===== src/rtl/mem_pkg.sv =====
// Shared types and constants for the BRAM access arbiter.
package mem_pkg;

  typedef enum logic [1:0] {
    IDLE = 2'd0,
    WAIT = 2'd1,
    RESP = 2'd2
  } mem_state_t;

  typedef enum logic {
    REQ_IF = 1'b0,
    REQ_D  = 1'b1
  } mem_req_t;

  localparam logic [1:0] MEM_BYTE = 2'd0;
  localparam logic [1:0] MEM_HALF = 2'd1;
  localparam logic [1:0] MEM_WORD = 2'd2;

  localparam int unsigned MEM_LATENCY = 2;

endpackage


===== src/rtl/mem_lane_formatter.sv =====
// Byte-lane steering for stores and lane extraction with sign/zero extension for loads.
module mem_lane_formatter
  import mem_pkg::*;
(
  input  logic [1:0]  st_size,
  input  logic [1:0]  st_off,
  input  logic [31:0] st_wdata,
  output logic [3:0]  st_we,
  output logic [31:0] st_data,
  output logic        misaligned,
  input  logic [31:0] ld_rdata,
  input  logic [1:0]  ld_off,
  input  logic [1:0]  ld_size,
  input  logic        ld_unsigned,
  output logic [31:0] ld_data
);

  logic [31:0] shifted;
  logic        sign_bit;

  always_comb begin
    st_we      = 4'b0000;
    st_data    = st_wdata;
    misaligned = 1'b0;
    unique case (st_size)
      MEM_BYTE: begin
        st_we   = 4'b0001 << st_off;
        st_data = {4{st_wdata[7:0]}};
      end
      MEM_HALF: begin
        st_we      = 4'b0011 << st_off;
        st_data    = {2{st_wdata[15:0]}};
        misaligned = st_off[0];
      end
      MEM_WORD: begin
        st_we      = 4'b1111;
        misaligned = (st_off != 2'b00);
      end
      default: misaligned = 1'b1;
    endcase
  end

  always_comb begin
    shifted  = ld_rdata >> {ld_off, 3'b000};
    sign_bit = 1'b0;
    ld_data  = shifted;
    unique case (ld_size)
      MEM_BYTE: begin
        sign_bit = shifted[7] & ~ld_unsigned;
        ld_data  = {{24{sign_bit}}, shifted[7:0]};
      end
      MEM_HALF: begin
        sign_bit = shifted[15] & ~ld_unsigned;
        ld_data  = {{16{sign_bit}}, shifted[15:0]};
      end
      default: ld_data = shifted;
    endcase
  end

endmodule


===== src/rtl/mem_access_arbiter.sv =====
// Arbitrates instruction fetch and load/store access to one single-port BRAM and
// sequences its fixed read latency with a valid/ready handshake.
module mem_access_arbiter
  import mem_pkg::*;
#(
  parameter int unsigned ADDR_W  = 32,
  parameter int unsigned WORD    = 32,
  parameter int unsigned LATENCY = MEM_LATENCY
) (
  input  logic              clk,
  input  logic              rst_n,
  input  logic              if_req,
  input  logic [ADDR_W-1:0] if_addr,
  output logic              if_ready,
  output logic              if_rvalid,
  output logic [WORD-1:0]   if_rdata,
  input  logic              d_req,
  input  logic              d_we,
  input  logic [ADDR_W-1:0] d_addr,
  input  logic [WORD-1:0]   d_wdata,
  input  logic [1:0]        d_size,
  input  logic              d_unsigned,
  output logic              d_ready,
  output logic              d_rvalid,
  output logic [WORD-1:0]   d_rdata,
  output logic              d_misaligned,
  output logic              ram_en,
  output logic [3:0]        ram_we,
  output logic [ADDR_W-3:0] ram_addr,
  output logic [WORD-1:0]   ram_wdata,
  input  logic [WORD-1:0]   ram_rdata
);

  localparam int unsigned CntW = (LATENCY > 2) ? $clog2(LATENCY - 1) : 1;
  localparam logic [CntW-1:0] CntInit = (LATENCY > 1) ? CntW'(LATENCY - 2) : '0;

  mem_state_t      state_q, state_d;
  logic [CntW-1:0] cnt_q, cnt_d;
  mem_req_t        last_q, id_q;
  logic [1:0]      off_q, size_q;
  logic            uns_q, mis_q;

  logic              idle, grant_d, grant_if, d_ok, read_start, mis;
  logic [ADDR_W-1:0] addr_sel;
  logic [3:0]        fmt_we;
  logic [31:0]       fmt_wdata, fmt_rdata;

  mem_lane_formatter u_fmt (
    .st_size     (d_size),
    .st_off      (d_addr[1:0]),
    .st_wdata    (d_wdata),
    .st_we       (fmt_we),
    .st_data     (fmt_wdata),
    .misaligned  (mis),
    .ld_rdata    (ram_rdata),
    .ld_off      (off_q),
    .ld_size     (size_q),
    .ld_unsigned (uns_q),
    .ld_data     (fmt_rdata)
  );

  // Data wins a conflict unless it was the last requester granted.
  always_comb begin
    idle       = (state_q == IDLE);
    grant_d    = rst_n && idle && d_req && (!if_req || (last_q == REQ_IF));
    grant_if   = rst_n && idle && if_req && !grant_d;
    d_ok       = grant_d && !mis;
    read_start = grant_if || (d_ok && !d_we);
    addr_sel   = grant_d ? d_addr : if_addr;
  end

  always_comb begin
    if_ready  = grant_if;
    d_ready   = grant_d;
    ram_en    = grant_if || d_ok;
    ram_we    = (d_ok && d_we) ? fmt_we : 4'b0000;
    ram_wdata = (d_ok && d_we) ? fmt_wdata : '0;
    ram_addr  = ram_en ? addr_sel[ADDR_W-1:2] : '0;
    if_rvalid = (state_q == RESP) && (id_q == REQ_IF);
    d_rvalid  = (state_q == RESP) && (id_q == REQ_D);
    if_rdata  = if_rvalid ? ram_rdata : '0;
    d_rdata   = d_rvalid ? fmt_rdata : '0;
    d_misaligned = mis_q;
  end

  always_comb begin
    state_d = state_q;
    cnt_d   = cnt_q;
    unique case (state_q)
      IDLE: begin
        if (read_start) begin
          if (LATENCY == 1) begin
            state_d = RESP;
          end else begin
            state_d = WAIT;
            cnt_d   = CntInit;
          end
        end
      end
      WAIT: begin
        if (cnt_q == '0) state_d = RESP;
        else             cnt_d   = cnt_q - 1'b1;
      end
      RESP:    state_d = IDLE;
      default: state_d = IDLE;
    endcase
  end

  always_ff @(posedge clk or negedge rst_n) begin
    if (!rst_n) begin
      state_q <= IDLE;
      cnt_q   <= '0;
      last_q  <= REQ_IF;
      id_q    <= REQ_IF;
      off_q   <= 2'b00;
      size_q  <= 2'b00;
      uns_q   <= 1'b0;
      mis_q   <= 1'b0;
    end else begin
      state_q <= state_d;
      cnt_q   <= cnt_d;
      mis_q   <= grant_d && mis;
      if (grant_d)       last_q <= REQ_D;
      else if (grant_if) last_q <= REQ_IF;
      if (read_start) begin
        id_q   <= grant_d ? REQ_D : REQ_IF;
        off_q  <= addr_sel[1:0];
        size_q <= grant_d ? d_size : MEM_WORD;
        uns_q  <= grant_d && d_unsigned;
      end
    end
  end

endmodule


===== config.mk =====
export PLATFORM = sky130hd
export DESIGN_NAME = mem_access_arbiter
export DESIGN_NICKNAME = d
export VERILOG_FILES = /design/src/rtl/mem_pkg.sv /design/src/rtl/mem_lane_formatter.sv /design/src/rtl/mem_access_arbiter.sv
export SDC_FILE = /design/constraint.sdc
export NUM_CORES = 1
export LEC_CHECK = 0
export ABC_CLOCK_PERIOD_IN_PS = 5100
export CORE_AREA = 3 3 105 107
export CTS_BUF_LIST = sky130_fd_sc_hd__clkbuf_16
export DETAILED_ROUTE_END_ITERATION = 7
export DIE_AREA = 0 0 108 110
export PLACE_DENSITY = 0.71
export SLEW_MARGIN = 15
export SYNTH_ARGS = -nofsm -noshare
export SYNTH_HDL_FRONTEND = slang
export SYNTH_SLANG_ARGS = --single-unit

===== constraint.sdc =====
create_clock -name clk -period 5.1 [get_ports clk]
set_input_delay 0.765 -clock clk [delete_from_list [all_inputs] [get_ports clk]]
set_output_delay 0.765 -clock clk [all_outputs]
set_load 0.1 [all_outputs]

---- After elaboration in Yosys (flattened, before gate mapping) ----
Cells that the tools add are included.
operators by class
  mux-type cells .......................... 20
  eq/ne operators ......................... 7
  reductions and logical operators ........ 27
  bitwise gates (word level) .............. 5
  add/subtract/negate cells ............... 1
  shift-type cells ........................ 3
operators with widths
  kind                   count
  $mux W32               4
  $pmux W32 S2           2
  $shr A32 B5 Y32        1
  $mux W30               1
  $logic_and A1 B1 Y1    12
  $pmux W4 S3            1
  $eq A2 B1 Y1 const B   3
  $logic_not A2 Y1       3
  $mux W2                3
  $reduce_bool A2 Y1     3
  $mux W1                5
  $eq A2 B2 Y1 const B   2
  $logic_not A1 Y1       4
  $mux W4                1
  $pmux W2 S2            1
  $reduce_and A2 Y1      2
  $shl A1 B2 Y4 const A  1
  $shl A2 B2 Y4 const A  1
  $logic_or A1 B1 Y1     3
  $not A1 Y1             3
  $pmux W1 S3            1
  $and A1 B1 Y1          2
  $ne A2 B1 Y1 const B   1
  $ne A2 B2 Y1 const B   1
  other kinds (2)        2
storage, ports and cells
  logic and storage cells ................. 71
  register bits after elaboration ......... 11
  input port bits ......................... 136
  output and inout port bits .............. 136

---- Depth between registers and ports, before layout ----
  word-level depth ........................ 9
  depth in mapped cells ................... 7
  mapped depth without buffers ............ 5

---- Hierarchy ----
From an unflattened synthesis, not the netlist that was laid out.
unflattened totals
  cells, all modules ...................... 414
  area, all modules ....................... 2837.7 um^2
modules (own cells, without submodules)
  module              sequential area each (um^2)  area each (um^2)  times used  cells each
  mem_access_arbiter  250.2                        1574.0            1           246
  mem_lane_formatter  0.0                          1263.7            1           168

---- Worst setup path after synthesis ----
No wires, ideal clock.
  path type ............................... input -> output
  start point ............................. input d_req
  end point ............................... output ram_addr[20]
  setup slack ............................. 0.965 ns
  cell stages on the path ................. 7
  data required time ...................... 4.335 ns
  buffers on the path ..................... 2
  data arrival time ....................... 3.370 ns
  cell sequence ........................... nand4bb_1 > a21o_1 > buf_4 > inv_2 > buf_2 > nand2_1 > a21oi_1
between the ends
  word-level cells in the longest chain between the ends .. 6
  elaborated cells between the ends (all ways) .. 8
  those cells by class .................... 2 x mux; 6 x reduce/logical
RTL lines
  element                             RTL line                  source
  start, declared                     mem_access_arbiter.sv:17  input logic d_req,
  $logic_and A1 B1 Y1 * (2 in a row)  mem_access_arbiter.sv:65  grant_d = rst_n && idle && d_req && (!if_req || (last_q == REQ_IF));
  via d_ready                         mem_access_arbiter.sv:23  output logic d_ready,
  $logic_not A1 Y1                    mem_access_arbiter.sv:66  grant_if = rst_n && idle && if_req && !grant_d;
  $logic_and A1 B1 Y1                 mem_access_arbiter.sv:66
  $logic_or A1 B1 Y1                  mem_access_arbiter.sv:75  ram_en = grant_if || d_ok;
  $mux W30 *                          mem_access_arbiter.sv:78  ram_addr = ram_en ? addr_sel[ADDR_W-1:2] : '0;
  end, declared                       mem_access_arbiter.sv:29  output logic [ADDR_W-3:0] ram_addr,
Mark *: on every way through the listed nets, which the timed path passes. The rest lies on a longest branch.

---- Worst setup path in the final report ----
  start point ............................. input rst_n
  end point ............................... output ram_we[2]
between the ends
  word-level cells in the longest chain between the ends .. 6
RTL lines
  element                           RTL line                  source
  start, declared                   mem_access_arbiter.sv:11  input logic rst_n,
  $logic_and A1 B1 Y1 (3 in a row)  mem_access_arbiter.sv:65
  $logic_and A1 B1 Y1               mem_access_arbiter.sv:67  d_ok = grant_d && !mis;
  $logic_and A1 B1 Y1               mem_access_arbiter.sv:76  ram_we = (d_ok && d_we) ? fmt_we : 4'b0000;
  $mux W4                           mem_access_arbiter.sv:76
  end, declared                     mem_access_arbiter.sv:28  output logic [3:0] ram_we,
No other way between the ends.

==> impl_metrics.tcl <==
set metrics [dict create \
    syn2layout_area_growth_pct 141 \
    irDropWorstVdd_mv 0.119 \
    synth_nets 525 \
    hold_viol 0 \
    grt_pass1_vias 3744 \
    cts-buffers-inserted 3 \
    rsz0062_at_grt "no" \
    grt_pass1_wl_mm 20.0 \
    globalRouteTotalUtil_pct 21.5 \
    via_per_inst 4.88 \
    fin_skew_ns 0.000763 \
    clkPwrFrac_pct 9.9 \
    start_util_pct 24.0 \
    worst-path-max-fanout 34 \
    hold_path.class "reg -> reg" \
    final.period_utilization_pct 82.2 \
    intPower_mw 0.604 \
    fin_tns_setup_ns 0 \
    rows 37 \
    yosysUniqueCellTypes 45 \
    vias 3787 \
    ys_seq_area_share_pct 10.2 \
    portBuffers 271 \
    powerDensity_mw_per_mm2 241 \
    setup_viol 0 \
    dieArea_mm2 0.0119 \
    p_leak_nw 2.53 \
    clk_path_buf_depth 2 \
    htreeDepth 1 \
    maxSlewHeadroom_pct 30.9 \
    startpoint_type "input port" \
    maxCapViolations 0 \
    cts_root_buffer "clkbuf_16" \
    io_pins 272 \
    dpl.hpwl_mm 11.4 \
    cp-end-kind "output pin" \
    antenna_found_initial 2 \
    first_pass_iters 4 \
    grt_max_degree 36 \
    ant_nets 0 \
    path_class "in -> out" \
    p_sw_share_pct 57.7 \
    timing.fmax_ghz 0.239 \
    synth_edf_count 0 \
    place_ws_ns 0.893 \
    cts.clk_slew.worst_paths_ns 0.04 \
    nNetsFinal 775 \
    async_reset_ff_share_pct 100 \
    drive_above_1_share_pct 19.3 \
    worstMarginPinSlew_ns 1.04 \
    synth_commonest_cells "70 x nand2_1, 49 x a21oi_1, 48 x and2_1, 37 x nor2_1, 33 x mux2i_1" \
    cts_tree "done" \
    yosysWarnings 0 \
    hold_buffers 0 \
    ys_seq_elements 10 \
    place.gp.congestion 0.846 \
    fp.coreArea_mm2 0.0102 \
    outcome "complete, no violations" \
    postCtsSetupBuffers 0 \
    synth_area_leaders "mux2i_1 13%, and2_1 12%, nand2_1 11%" \
    power.switching_mw 0.825 \
    worst_slack_ns 0.910 \
    wirelength_mm 13.7 \
    combPwrFrac_pct 78.0 \
    pwr-share-seq_pct 12.1 \
    avgSynthCellArea_um2 6.32 \
    ys.flop_type "dfrtp_1" \
    drc_errors 0 \
    slew_viol_final 0 \
    cts_resized 0 \
    cts.sinks 10 \
    drt-wirelength-per-cell_um 17.6 \
    cp.required_ns 4.34 \
    yosysMostFrequentCell "nand2_1" \
    crit_arrival_ns 3.42 \
    netlist.area_leader.share_pct 13.4 \
    drt_iter0_drc 165 \
    die_w_um 108 \
    yosysTopAreaCell "mux2i_1" \
    die_h_um 110 \
    power_mw 1.43 \
    fill_cells 917 \
    synth_area_mm2 0.00246 \
    synthCells 389 \
    worstSkewPairLatency_ns 0.24 \
    period_minus_slack_ns 4.19 \
    globalRoute.totalOverflow 0 \
    final_core_util_pct 57.9 \
]
-- worst paths after layout --
kind / startpoint / endpoint / slack (ns) / cells past startpoint
max: rst_n / ram_we[2] / 0.91 / 7
min: last_q$_DFFE_PN0P_ / last_q$_DFFE_PN0P_ / 0.52 / 1
max reg2reg: state_q[1]$_DFFE_PN0P_ / off_q[0]$_DFFE_PN0P_ / 3.20 / 5
min reg2reg: last_q$_DFFE_PN0P_ / last_q$_DFFE_PN0P_ / 0.52 / 1
max in group asynchronous: rst_n / off_q[0]$_DFFE_PN0P_ / 3.92 / 1
min in group asynchronous: rst_n / state_q[1]$_DFFE_PN0P_ / 0.85 / 1
-- layer usage --
layer  GRT usage, %  routed length (um)  up-vias
li1               -                   -     1838
met1           20.9                4520     1688
met2           42.1                7310      230
met3           5.77                1370       31
met4           10.2                 496        0
met5              0                   0        -
-- cells in the final DEF (no fill, tap or decap), drive strengths merged, types with 2 or more instances in the layout --
cell type      synthesis  layout
clkdlybuf4s50          0     177
buf                   20     100
nand2                 70      70
a21oi                 57      57
and2                  48      48
nor2                  38      38
mux2i                 33      33
o21ai                 29      29
a211oi                14      14
a21o                  10      10
dfrtp                 10      10
nor2b                  9       9
inv                    6       6
mux2                   5       5
clkbuf                12       3
nor3                   3       3
nand3b                 3       3
diode                  0       2
nand2b                 2       2
a31oi                  2       2
a22o                   2       2
nor3b                  2       2
nand3                  2       2
-- final cells by class --
cell class	instances	area [um2]	area share [%]
Inverter	6	22.5	0.380
Sequential cell	10	250	4.22
Multi-Input combinational cell	341	2040	34.4
Clock inverter	1	3.75	0.0633
Timing Repair Buffer	277	3360	56.7
Clock buffer	3	75.1	1.27
Tap cell	136	170	2.87
Antenna cell	2	5.00	0.0844
-- logic make-up after synthesis --
group | Yosys count | synth area share, %
compound gates | 119 | 28.9
flops | 10 | 10.2
simple gates | 183 | 37.5
buf+inv | 38 | 7.22
mux | 38 | 15.9
xor+xnor | 1 | 0.356
-- state kept, by name, summed over array words and instances (netlist names) --
name,cells
d_misaligned,1
uns_q,1
size_q,2
state_q,2
off_q,2
id_q,1
last_q,1
-- power groups by stage --
stage | Clock (mW) | Combinational [mW] | Sequential [mW]
global placement | 0 | 1.10 | 0.170
detailed placement | 0 | 1.11 | 0.172
finish | 0.142 | 1.11 | 0.173
CTS | 0.144 | 1.12 | 0.171
global route | 0.148 | 1.17 | 0.180
floorplan | 0 | 0.799 | 0.117
-- worst max-delay path, cell delays in order --
cell and delay [ns]:
clkdlybuf4s50_1 0.77, nand4bb_1 0.21, a21o_1 0.21, inv_2 0.45, nand3_4 0.40, a31oi_1 0.38, buf_12 0.22
-- per-stage QoR --
step,instances,area [um2],hold slack [ns]
floorplan,389,2460,0.464
global placement,770,5840,0.496
detailed placement,770,5840,0.516
CTS,774,5920,0.523
global route,776,5930,0.578
finish,776,5930,0.521
(Power assumes the default switching activity.)
